### config.mk
export PLATFORM = sky130hd
export DESIGN_NAME = gas_engine_safety_ctrl
export DESIGN_NICKNAME = d
export VERILOG_FILES = /design/src/rtl/gas_engine_safety_ctrl.sv
export SDC_FILE = /design/constraint.sdc
export NUM_CORES = 1
export LEC_CHECK = 0
export BUFFER_PORTS_ARGS = -buffer_cell sky130_fd_sc_hd__clkbuf_2
export CORE_AREA = 5 5 44 46
export DETAILED_ROUTE_END_ITERATION = 6
export DIE_AREA = 0 0 49 51
export PLACE_DENSITY = 0.78
export REMOVE_ABC_BUFFERS = 1
export SETUP_SLACK_MARGIN = 0.1
export SYNTH_ARGS = -nofsm -noshare
export SYNTH_HDL_FRONTEND = slang
export SYNTH_SLANG_ARGS = --single-unit
### constraint.sdc
create_clock -name clk -period 4.3 [get_ports clk]
set_clock_uncertainty 0.05 [all_clocks]
set_input_delay 0.215 -clock clk [delete_from_list [all_inputs] [get_ports clk]]
set_output_delay 0.215 -clock clk [all_outputs]
set_load 0.05 [all_outputs]
### src/rtl/gas_engine_safety_ctrl.sv
// Supervisory FSM that sequences engine, fan and gas valve from the sticky
// methane/CO/CO2 detector flags: warn, escalate to shutdown, timed purge, restart.
module gas_engine_safety_ctrl #(
  parameter int ESCALATE_CYCLES = 8,
  parameter int PURGE_CYCLES    = 16
) (
  input  logic       clk,
  input  logic       arst,
  input  logic       methane_det,
  input  logic       co_det,
  input  logic       co2_det,
  input  logic       ack,
  output logic       engine_on,
  output logic       fan_on,
  output logic       valve_close,
  output logic [1:0] alarm,
  output logic       det_clear,
  output logic [1:0] gas_code
);

  localparam int CNT_MAX = (ESCALATE_CYCLES > PURGE_CYCLES) ? ESCALATE_CYCLES : PURGE_CYCLES;
  localparam int CNT_W   = $clog2(CNT_MAX);

  localparam logic [CNT_W-1:0] CNT_ZERO   = '0;
  localparam logic [CNT_W-1:0] CNT_ONE    = CNT_W'(1);
  localparam logic [CNT_W-1:0] SETTLE_CNT = CNT_W'(2);
  localparam logic [CNT_W-1:0] ESC_LAST   = CNT_W'(ESCALATE_CYCLES - 1);
  localparam logic [CNT_W-1:0] PURGE_LAST = CNT_W'(PURGE_CYCLES - 1);

  localparam logic [1:0] GAS_NONE    = 2'd0;
  localparam logic [1:0] GAS_METHANE = 2'd1;
  localparam logic [1:0] GAS_CO      = 2'd2;
  localparam logic [1:0] GAS_CO2     = 2'd3;

  typedef enum logic [1:0] {
    ST_RUN      = 2'd0,
    ST_WARN     = 2'd1,
    ST_SHUTDOWN = 2'd2,
    ST_PURGE    = 2'd3
  } state_t;

  state_t           state_q, state_d;
  logic [CNT_W-1:0] cnt_q, cnt_d;
  logic             det_clear_q, det_clear_d;
  logic [1:0]       gas_code_q, gas_code_d;
  logic             engine_on_q, engine_on_d;
  logic             fan_on_q, fan_on_d;
  logic             valve_close_q, valve_close_d;
  logic [1:0]       alarm_q, alarm_d;

  // Next-state, counter, clear pulse and latched cause
  always_comb begin
    state_d     = state_q;
    cnt_d       = cnt_q;
    det_clear_d = 1'b0;
    gas_code_d  = gas_code_q;
    case (state_q)
      ST_RUN: begin
        if (methane_det) begin
          state_d    = ST_SHUTDOWN;
          cnt_d      = CNT_ZERO;
          gas_code_d = GAS_METHANE;
        end else if (co_det) begin
          state_d    = ST_WARN;
          cnt_d      = CNT_ZERO;
          gas_code_d = GAS_CO;
        end else if (co2_det) begin
          state_d    = ST_WARN;
          cnt_d      = CNT_ZERO;
          gas_code_d = GAS_CO2;
        end else begin
          state_d = ST_RUN;
        end
      end
      ST_WARN: begin
        if (methane_det) begin
          state_d    = ST_SHUTDOWN;
          cnt_d      = CNT_ZERO;
          gas_code_d = GAS_METHANE;
        end else if (ack) begin
          state_d     = ST_PURGE;
          cnt_d       = CNT_ZERO;
          det_clear_d = 1'b1;
        end else if (cnt_q == ESC_LAST) begin
          state_d = ST_SHUTDOWN;
          cnt_d   = CNT_ZERO;
        end else begin
          cnt_d = cnt_q + CNT_ONE;
        end
      end
      ST_SHUTDOWN: begin
        if (ack) begin
          state_d     = ST_PURGE;
          cnt_d       = CNT_ZERO;
          det_clear_d = 1'b1;
        end else begin
          state_d = ST_SHUTDOWN;
        end
      end
      ST_PURGE: begin
        // Detector flags are stale for two cycles while the clear propagates
        if (cnt_q < SETTLE_CNT) begin
          cnt_d = cnt_q + CNT_ONE;
        end else if (methane_det) begin
          state_d    = ST_SHUTDOWN;
          cnt_d      = CNT_ZERO;
          gas_code_d = GAS_METHANE;
        end else if (co_det || co2_det) begin
          cnt_d       = CNT_ZERO;
          det_clear_d = 1'b1;
          gas_code_d  = co_det ? GAS_CO : GAS_CO2;
        end else if (cnt_q == PURGE_LAST) begin
          state_d    = ST_RUN;
          cnt_d      = CNT_ZERO;
          gas_code_d = GAS_NONE;
        end else begin
          cnt_d = cnt_q + CNT_ONE;
        end
      end
      default: begin
        state_d     = ST_PURGE;
        cnt_d       = CNT_ZERO;
        det_clear_d = 1'b1;
        gas_code_d  = GAS_NONE;
      end
    endcase
  end

  // Actuator decode from the next state so outputs register alongside it
  always_comb begin
    engine_on_d   = 1'b0;
    fan_on_d      = 1'b1;
    valve_close_d = 1'b1;
    alarm_d       = 2'd3;
    case (state_d)
      ST_RUN: begin
        engine_on_d   = 1'b1;
        fan_on_d      = 1'b0;
        valve_close_d = 1'b0;
        alarm_d       = 2'd0;
      end
      ST_WARN: begin
        engine_on_d   = 1'b1;
        fan_on_d      = 1'b1;
        valve_close_d = 1'b0;
        alarm_d       = 2'd1;
      end
      ST_SHUTDOWN: begin
        engine_on_d   = 1'b0;
        fan_on_d      = 1'b1;
        valve_close_d = 1'b1;
        alarm_d       = 2'd2;
      end
      ST_PURGE: begin
        engine_on_d   = 1'b0;
        fan_on_d      = 1'b1;
        valve_close_d = 1'b1;
        alarm_d       = 2'd3;
      end
      default: begin
        engine_on_d   = 1'b0;
        fan_on_d      = 1'b1;
        valve_close_d = 1'b1;
        alarm_d       = 2'd3;
      end
    endcase
  end

  // State and output registers; reset lands in a full purge
  always_ff @(posedge clk or posedge arst) begin
    if (arst) begin
      state_q       <= ST_PURGE;
      cnt_q         <= CNT_ZERO;
      det_clear_q   <= 1'b1;
      gas_code_q    <= GAS_NONE;
      engine_on_q   <= 1'b0;
      fan_on_q      <= 1'b1;
      valve_close_q <= 1'b1;
      alarm_q       <= 2'd3;
    end else begin
      state_q       <= state_d;
      cnt_q         <= cnt_d;
      det_clear_q   <= det_clear_d;
      gas_code_q    <= gas_code_d;
      engine_on_q   <= engine_on_d;
      fan_on_q      <= fan_on_d;
      valve_close_q <= valve_close_d;
      alarm_q       <= alarm_d;
    end
  end

  assign engine_on   = engine_on_q;
  assign fan_on      = fan_on_q;
  assign valve_close = valve_close_q;
  assign alarm       = alarm_q;
  assign det_clear   = det_clear_q;
  assign gas_code    = gas_code_q;

endmodule

==> results.md, run 1 <==
- Core Util, Final: 0.597
- Initial Util: 0.532
- First-pass GRT wire length: 2960 um
- Vias in the first global route: 698
- Overflow after GRT: 0
- Post-DP HPWL: 1180 um
- Clk sinks: 12
- Post-synthesis average cell area: 9.11 um2
- Endpoints failing hold: 0
- Vias per inst: 6.32
- Die Height: 51 um
- Max Transition Viols Final: 0
- Aggregate global-route resource usage: 0.149
- Drt pass-1 iters: 4
- Initial antenna violation count: 0
- Via count: 721
- H-tree Lvls: 1
- Setup Fix Bufs, Post-CTS: 0
- Yosys warns: 0
- Crit-path max FO: 19
- DRC errors left: 0
- Fin nets: 106
- Core area: 0.00147 mm2
- Relative slew slack: 0.671
- Post-detailed-route count of antenna-violating nets: 0
- Register area share after synthesis: 0.391
- Layout cell share with drive strength beyond 1: 0.296
- Final period util: 0.409
- Max-cap viol count: 0
- Tmin final: 1.76 ns
- TritonCTS buffer count: 3
- CTS max path bufs: 2
- Peak VDD IR: 0.000308 V
- Post-Synthesis Cells: 86
- Mapped Area: 783 um2
- Clock root cell: clkbuf_4
- I/O Pins: 14
- Slew @ Worst Pin: 0.490 ns
- Min-delay worst type: in2reg
- CP Class: reg2reg
- Final setup violation count: 0
- Critical path arrival: 1.88 ns
- Initial DRC count: 30
- Clk slew on worst S/H paths: 0.08 ns
- Worst path required time: 4.42 ns
- Crit path launch type: register
- Crit end category: register
- #FFs+latches synth: 12
- Max Fclk: 568 MHz
- Gpl congestion: 0.806
- Routed wire length: 1660 um
- Clock latency on the worst-skew pair: 0.29 ns
- Row count: 14
- Seq. cell area: 307 um2
- RSZ-0062 raised after global routing: no
- Multi-input gate area: 418 um2
- CTS tree: done
- IO Port Bufs: 13
- Status: completed
- Leak Pwr: 0.377 nW
- Die Wd: 49 um
- Netlist cell types: 37
- Diodes inserted: 0
- Routed wire per std cell: 14.5 um
- Largest net degree at the start of global routing: 23
- Die footprint: 0.00250 mm2
- Cell Pwr Density: 602 mW/mm2
- Setup_tns: 0 ns
- Synth-to-layout area growth: 12.1%
- # fillers: 124
-- registers in the layout (all words and copies together), names as in the netlist --
register / count
alarm: 1
gas_code: 2
det_clear: 1
engine_on: 1
state_q: 1
valve_close: 1
cnt_q: 4
fan_on: 1
-- cell families (layout without fill, tap and decap cells) --
group,count (synthesis),count (layout),share of synthesized area
adder cells (fa/ha/maj),1,1,0.0160
AO/OA/AOI/OAI,29,29,0.276
AND/OR/NAND/NOR,30,30,0.212
flip-flops,12,12,0.391
buffers and inverters,12,24,0.0751
multiplexers,2,2,0.0288
-- cell usage after synthesis --
| cell | n | area (um2) |
|---|---|---|
| clkbuf_1 | 2 | 7.51 |
| mux2_2 | 2 | 22.5 |
| a32o_1 | 1 | 10.0 |
| and3_1 | 2 | 12.5 |
| a21oi_4 | 1 | 16.3 |
| ha_1 | 1 | 12.5 |
| a21oi_1 | 7 | 35.0 |
| nand3b_1 | 1 | 7.51 |
| a211oi_2 | 1 | 12.5 |
| o21ai_0 | 4 | 20.0 |
| nor2b_2 | 1 | 8.76 |
| a21oi_2 | 1 | 8.76 |
| nand4_1 | 2 | 12.5 |
| buf_4 | 1 | 7.51 |
| o32ai_1 | 1 | 8.76 |
| inv_1 | 6 | 22.5 |
| and2_1 | 1 | 6.26 |
| nor4_1 | 1 | 6.26 |
| nor3_1 | 4 | 20.0 |
| o211ai_1 | 4 | 30.0 |
| a221oi_1 | 1 | 8.76 |
| or4_4 | 1 | 11.3 |
| a32oi_1 | 2 | 17.5 |
| nand3_1 | 3 | 15.0 |
| o2bb2ai_1 | 1 | 8.76 |
| buf_6 | 1 | 11.3 |
| or3_1 | 2 | 12.5 |
| nand2_1 | 5 | 18.8 |
| dfrtp_1 | 7 | 175 |
| a2bb2oi_1 | 1 | 8.76 |
| nand2b_1 | 2 | 12.5 |
| nor2_1 | 4 | 15.0 |
| buf_2 | 2 | 10.0 |
| dfstp_2 | 5 | 131 |
| o21a_1 | 3 | 22.5 |
| a211o_1 | 1 | 8.76 |
| and2b_1 | 1 | 7.51 |
-- what timing repair did --
| item | 4_1_cts | 5_1_grt |
|---|---|---|
| endpoints found under the hold margin | 7 | 0 |
| gates resized for setup | 0 | 0 |
| hold buffers | 1 | 0 |
-- final timing paths --
kind	from	depth (start not counted)	end	slack, ns
worst max-delay path	valve_close	4	gas_code[1]	2.54
worst min-delay path	co_det	3	fan_on	0.20
worst max register to register	valve_close	4	gas_code[1]	2.54
worst min register to register	gas_code[1]	1	gas_code[1]	0.48
max in group asynchronous	arst	3	det_clear	3.44
min in group asynchronous	arst	3	cnt_q[2]	0.41
-- through the flow --
step	setup WS [ns]	hold WS [ns]	cells	power [mW]	cell area (um2)
4_1_cts	2.55	0.198	114	0.528	878
3_3_place_gp	2.59	0.173	109	0.427	832
5_1_grt	2.48	0.237	114	0.564	878
2_1_floorplan	2.27	0.0261	80	0.381	747
3_5_place_dp	2.55	0.178	109	0.433	832
6_report	2.54	0.203	114	0.529	878
-- area by class of cell --
cell class	instances	share of cell area
Clock buffer	4	0.0413
Timing Repair Buffer	14	0.0855
Inverter	6	0.0256
Tap cell	16	0.0228
Multi-Input combinational cell	62	0.476
Sequential cell	12	0.349
-- report_power, final --
part	internal, mW	total [mW]	leakage [nW]	switching, mW
combinational	0.0841	0.222	0.214	0.138
clock	0.0516	0.0959	0.0210	0.0443
sequential	0.158	0.211	0.142	0.0530
total	0.294	0.529	0.377	0.235
-- worst max-delay path, stage by stage, from the launching register on --
cell and delay, ns:
dfstp_2 0.72, nor2_1 0.14, o21a_1 0.13, a211oi_2 0.24, mux2_2 0.36
-- layer usage --
metal | wire length [um] | vias to the layer above | global-route usage
met5 | 0 | - | 0
met4 | 36 | 0 | 0.0897
met3 | 130 | 5 | 0.0407
met2 | 754 | 31 | 0.211
met1 | 736 | 341 | 0.200
li1 | - | 344 | -
-- cell usage in the layout, fill, tap and decap left out --
master         instances
a21oi_2                1
or3_1                  2
o2bb2ai_1              1
nor2_1                 4
a2bb2oi_1              1
nor3_1                 4
a21oi_4                1
mux2_2                 2
and2_1                 1
nand2b_1               2
o21ai_0                4
dfstp_2                5
clkbuf_2              13
clkbuf_8               1
a32oi_1                2
a211oi_2               1
a32o_1                 1
nor4_1                 1
inv_1                  6
o32ai_1                1
nand4_1                2
o211ai_1               4
dlygate4sd3_1          1
and2b_1                1
a211o_1                1
dfrtp_1                7
o21a_1                 3
nand2_1                5
or4_4                  1
nand3b_1               1
nand3_1                3
a21oi_1                7
a221oi_1               1
clkbuf_4               3
nor2b_2                1
ha_1                   1
and3_1                 2
Power figures use the tool's default switching activity.
==> run 2: changes to the inputs <==
- CORE_AREA: 5 5 44 46 -> 5 5 43 53
- DIE_AREA: 0 0 49 51 -> 0 0 48 58
- PLACE_DENSITY: 0.78 -> 0.72
- clock period: 4.3 -> 1.53 ns (I/O delays scaled with it)
==> run 2 against run 1 <==
  * The flow now finishes with violations (negative setup slack)
  * Via count up 14%
  * Global-route usage up 1.9 points
  * Critical path depth up 1
  * Design area up 45%
  * Final cell count up 23%
  * Non-clock buffer count up 23
  * Maximum frequency up 12%
  * Sequential share of layout area down 11 points
  * Wire length up 45%
  * Highest routed layer unchanged
==> results.md, run 2 (same netlist as run 1, synthesis figures left out) <==
- RSZ-0062 raised after global routing: yes (was no)
- Core Util, Final: 0.732 (was 0.597)
- Cell Chain, Critical Path: buf_4 > or3_4 > nand2_2 > a211oi_4 > mux2_4 (was nor2_1 > o21a_1 > a211oi_2 > mux2_2)
- Crit path launch type: register (unchanged)
- Crit-path slowest cell: dfrtp_1 (was dfstp_2)
- Row count: 17 (was 14)
- Initial antenna violation count: 0 (unchanged)
- Cell Pwr Density: 1530 mW/mm2 (was 602 mW/mm2)
- Die Wd: 48 um (was 49 um)
- Post-DP HPWL: 1410 um (was 1180 um)
- Max-cap viol count: 0 (unchanged)
- Most frequent cells in the layout: buf_4, clkbuf_2, dfrtp_1, a21oi_1 (was clkbuf_2, a21oi_1, dfrtp_1, inv_1)
- CP bufs+invs: 1 (was 0)
- CP max stage delay: 0.41 ns (was 0.72 ns)
- Setup WS pre-CTS: -0.0118 ns (was 2.55 ns)
- Fin area: 0.00128 mm2 (was 878 um2)
- Worst path required time: 1.65 ns (was 4.42 ns)
- Setup_tns: -0.116 ns (was 0 ns)
- Crit end category: register (unchanged)
- TritonCTS buffer count: 3 (unchanged)
- Final period util: 1.03 (was 0.409)
- Area of placed instances: 933 um2 (was 832 um2)
- CTS max path bufs: 2 (unchanged)
- Worst path top cell family by delay: simple AND/OR/NAND/NOR gates (was flip-flops)
- Max Fclk: 634 MHz (was 568 MHz)
- Vias per inst: 5.85 (was 6.32)
- Diodes inserted: 0 (unchanged)
- IO Port Bufs: 13 (unchanged)
- Initial DRC count: 9 (was 30)
- Initial Util: 0.449 (was 0.532)
- Via count: 819 (was 721)
- Fin nets: 129 (was 106)
- Commonest non-fill, non-tap cell in the layout: buf_4 (was clkbuf_2)
- Die footprint: 0.00278 mm2 (was 0.00250 mm2)
- Final setup violation count: 3 (was 0)
- Clock root cell: clkbuf_4 (unchanged)
- Overflow after GRT: 0 (unchanged)
- Clock latency on the worst-skew pair: 0.28 ns (was 0.29 ns)
- I/O Pins: 14 (unchanged)
- Biggest register: cnt_q (unchanged)
- DRC errors left: 0 (unchanged)
- Synth-to-layout area growth: 62.9% (was 12.1%)
- H-tree Lvls: 1 (unchanged)
- Slew @ Worst Pin: 0.682 ns (was 0.490 ns)
- Critical path arrival: 1.69 ns (was 1.88 ns)
- Routed wire per std cell: 17.2 um (was 14.5 um)
- Fin cells: 140 (was 114)
- Layout cell share with drive strength beyond 1: 0.603 (was 0.296)
- Routed wire length: 2410 um (was 1660 um)
- Min-delay worst type: in2reg (unchanged)
- Final WS setup: -0.0466 ns (was 2.54 ns)
- Post-detailed-route count of antenna-violating nets: 0 (unchanged)
- Max Transition Viols Final: 0 (unchanged)
- Clk sinks: 12 (unchanged)
- Endpoints failing hold: 0 (unchanged)
- Tmin final: 1.58 ns (was 1.76 ns)
- Die Height: 58 um (was 51 um)
- Largest net degree at the start of global routing: 13 (was 23)
- Relative slew slack: 0.544 (was 0.671)
- Crit-path max FO: 4 (was 19)
- Vias in the first global route: 771 (was 698)
- Peak VDD IR: 0.000910 V (was 0.000308 V)
- Drt pass-1 iters: 4 (unchanged)
- Largest register FFs: 4 (unchanged)
- CTS tree: done (unchanged)
- Worst R2R Setup Slack: -0.05 ns (was 2.54 ns)
- Leak Pwr: 0.545 nW (was 0.377 nW)
- Core area: 0.00174 mm2 (was 0.00147 mm2)
- Cells after DPL: 125 (was 109)
- First-pass GRT wire length: 3350 um (was 2960 um)
- Aggregate global-route resource usage: 0.168 (was 0.149)
- Gpl congestion: 0.847 (was 0.806)
- Clk slew on worst S/H paths: 0.08 ns (about the same)
- Violated checks: negative setup slack
- CP Class: reg2reg (unchanged)
- Status: finished, violations left (was completed)
-- run 2: changes by cell type in the layout (fill, tap and decap cells not counted), sizes merged --
cell	delta
clkbuf	+1
buf	+22
-- run 2: final timing paths --
path                             start     endpoint  cells after the start
hold / removal             methane_det    engine_on                      2
hold reg to reg            gas_code[0]  gas_code[0]                      1
setup / recovery              cnt_q[1]  gas_code[0]                      5
max in group asynchronous         arst  valve_close                      3
setup reg to reg              cnt_q[1]  gas_code[0]                      5
min in group asynchronous         arst     cnt_q[2]                      3
-- run 2: layout make-up --
type / count / area, um2
tap: 19 / 23.8
clock buffer: 4 / 36.3
multi-input combinational: 62 / 559
inverter: 6 / 22.5
fill: 120 / 468
sequential: 12 / 307
timing repair buffer: 37 / 328
-- run 2: through the flow --
step                power [mW]  hold WS, ns
finish                    1.95       0.0633
floorplan                 1.07       -0.112
detailed placement        1.32       0.0403
global route              2.08       0.0530
CTS                       1.65       0.0191
global placement          1.31       0.0426
-- run 2: timing repair --
item	4_1_cts	5_1_grt
gates cloned	0	1
gates resized for setup	17	25
setup buffers	2	7
endpoints found under the setup margin	9	14
pin swaps	7	18
hold buffers	1	0
endpoints found under the hold margin	7	0
-- run 2: report_power, final --
part | internal (mW) | switching [mW] | total (mW)
Combinational | 0.564 | 0.566 | 1.13
Clock | 0.145 | 0.119 | 0.264
Sequential | 0.443 | 0.115 | 0.558
-- run 2: per-layer routing --
| metal | part of all wire | wire, um | up-vias | track usage |
|---|---|---|---|---|
| li1 | - | - | 386 | - |
| met1 | 0.36 | 875 | 384 | 0.186 |
| met2 | 0.55 | 1330 | 38 | 0.278 |
| met3 | 0.049 | 118 | 11 | 0.0342 |
| met4 | 0.038 | 92 | 0 | 0.100 |
| met5 | 0 | 0 | - | 0 |
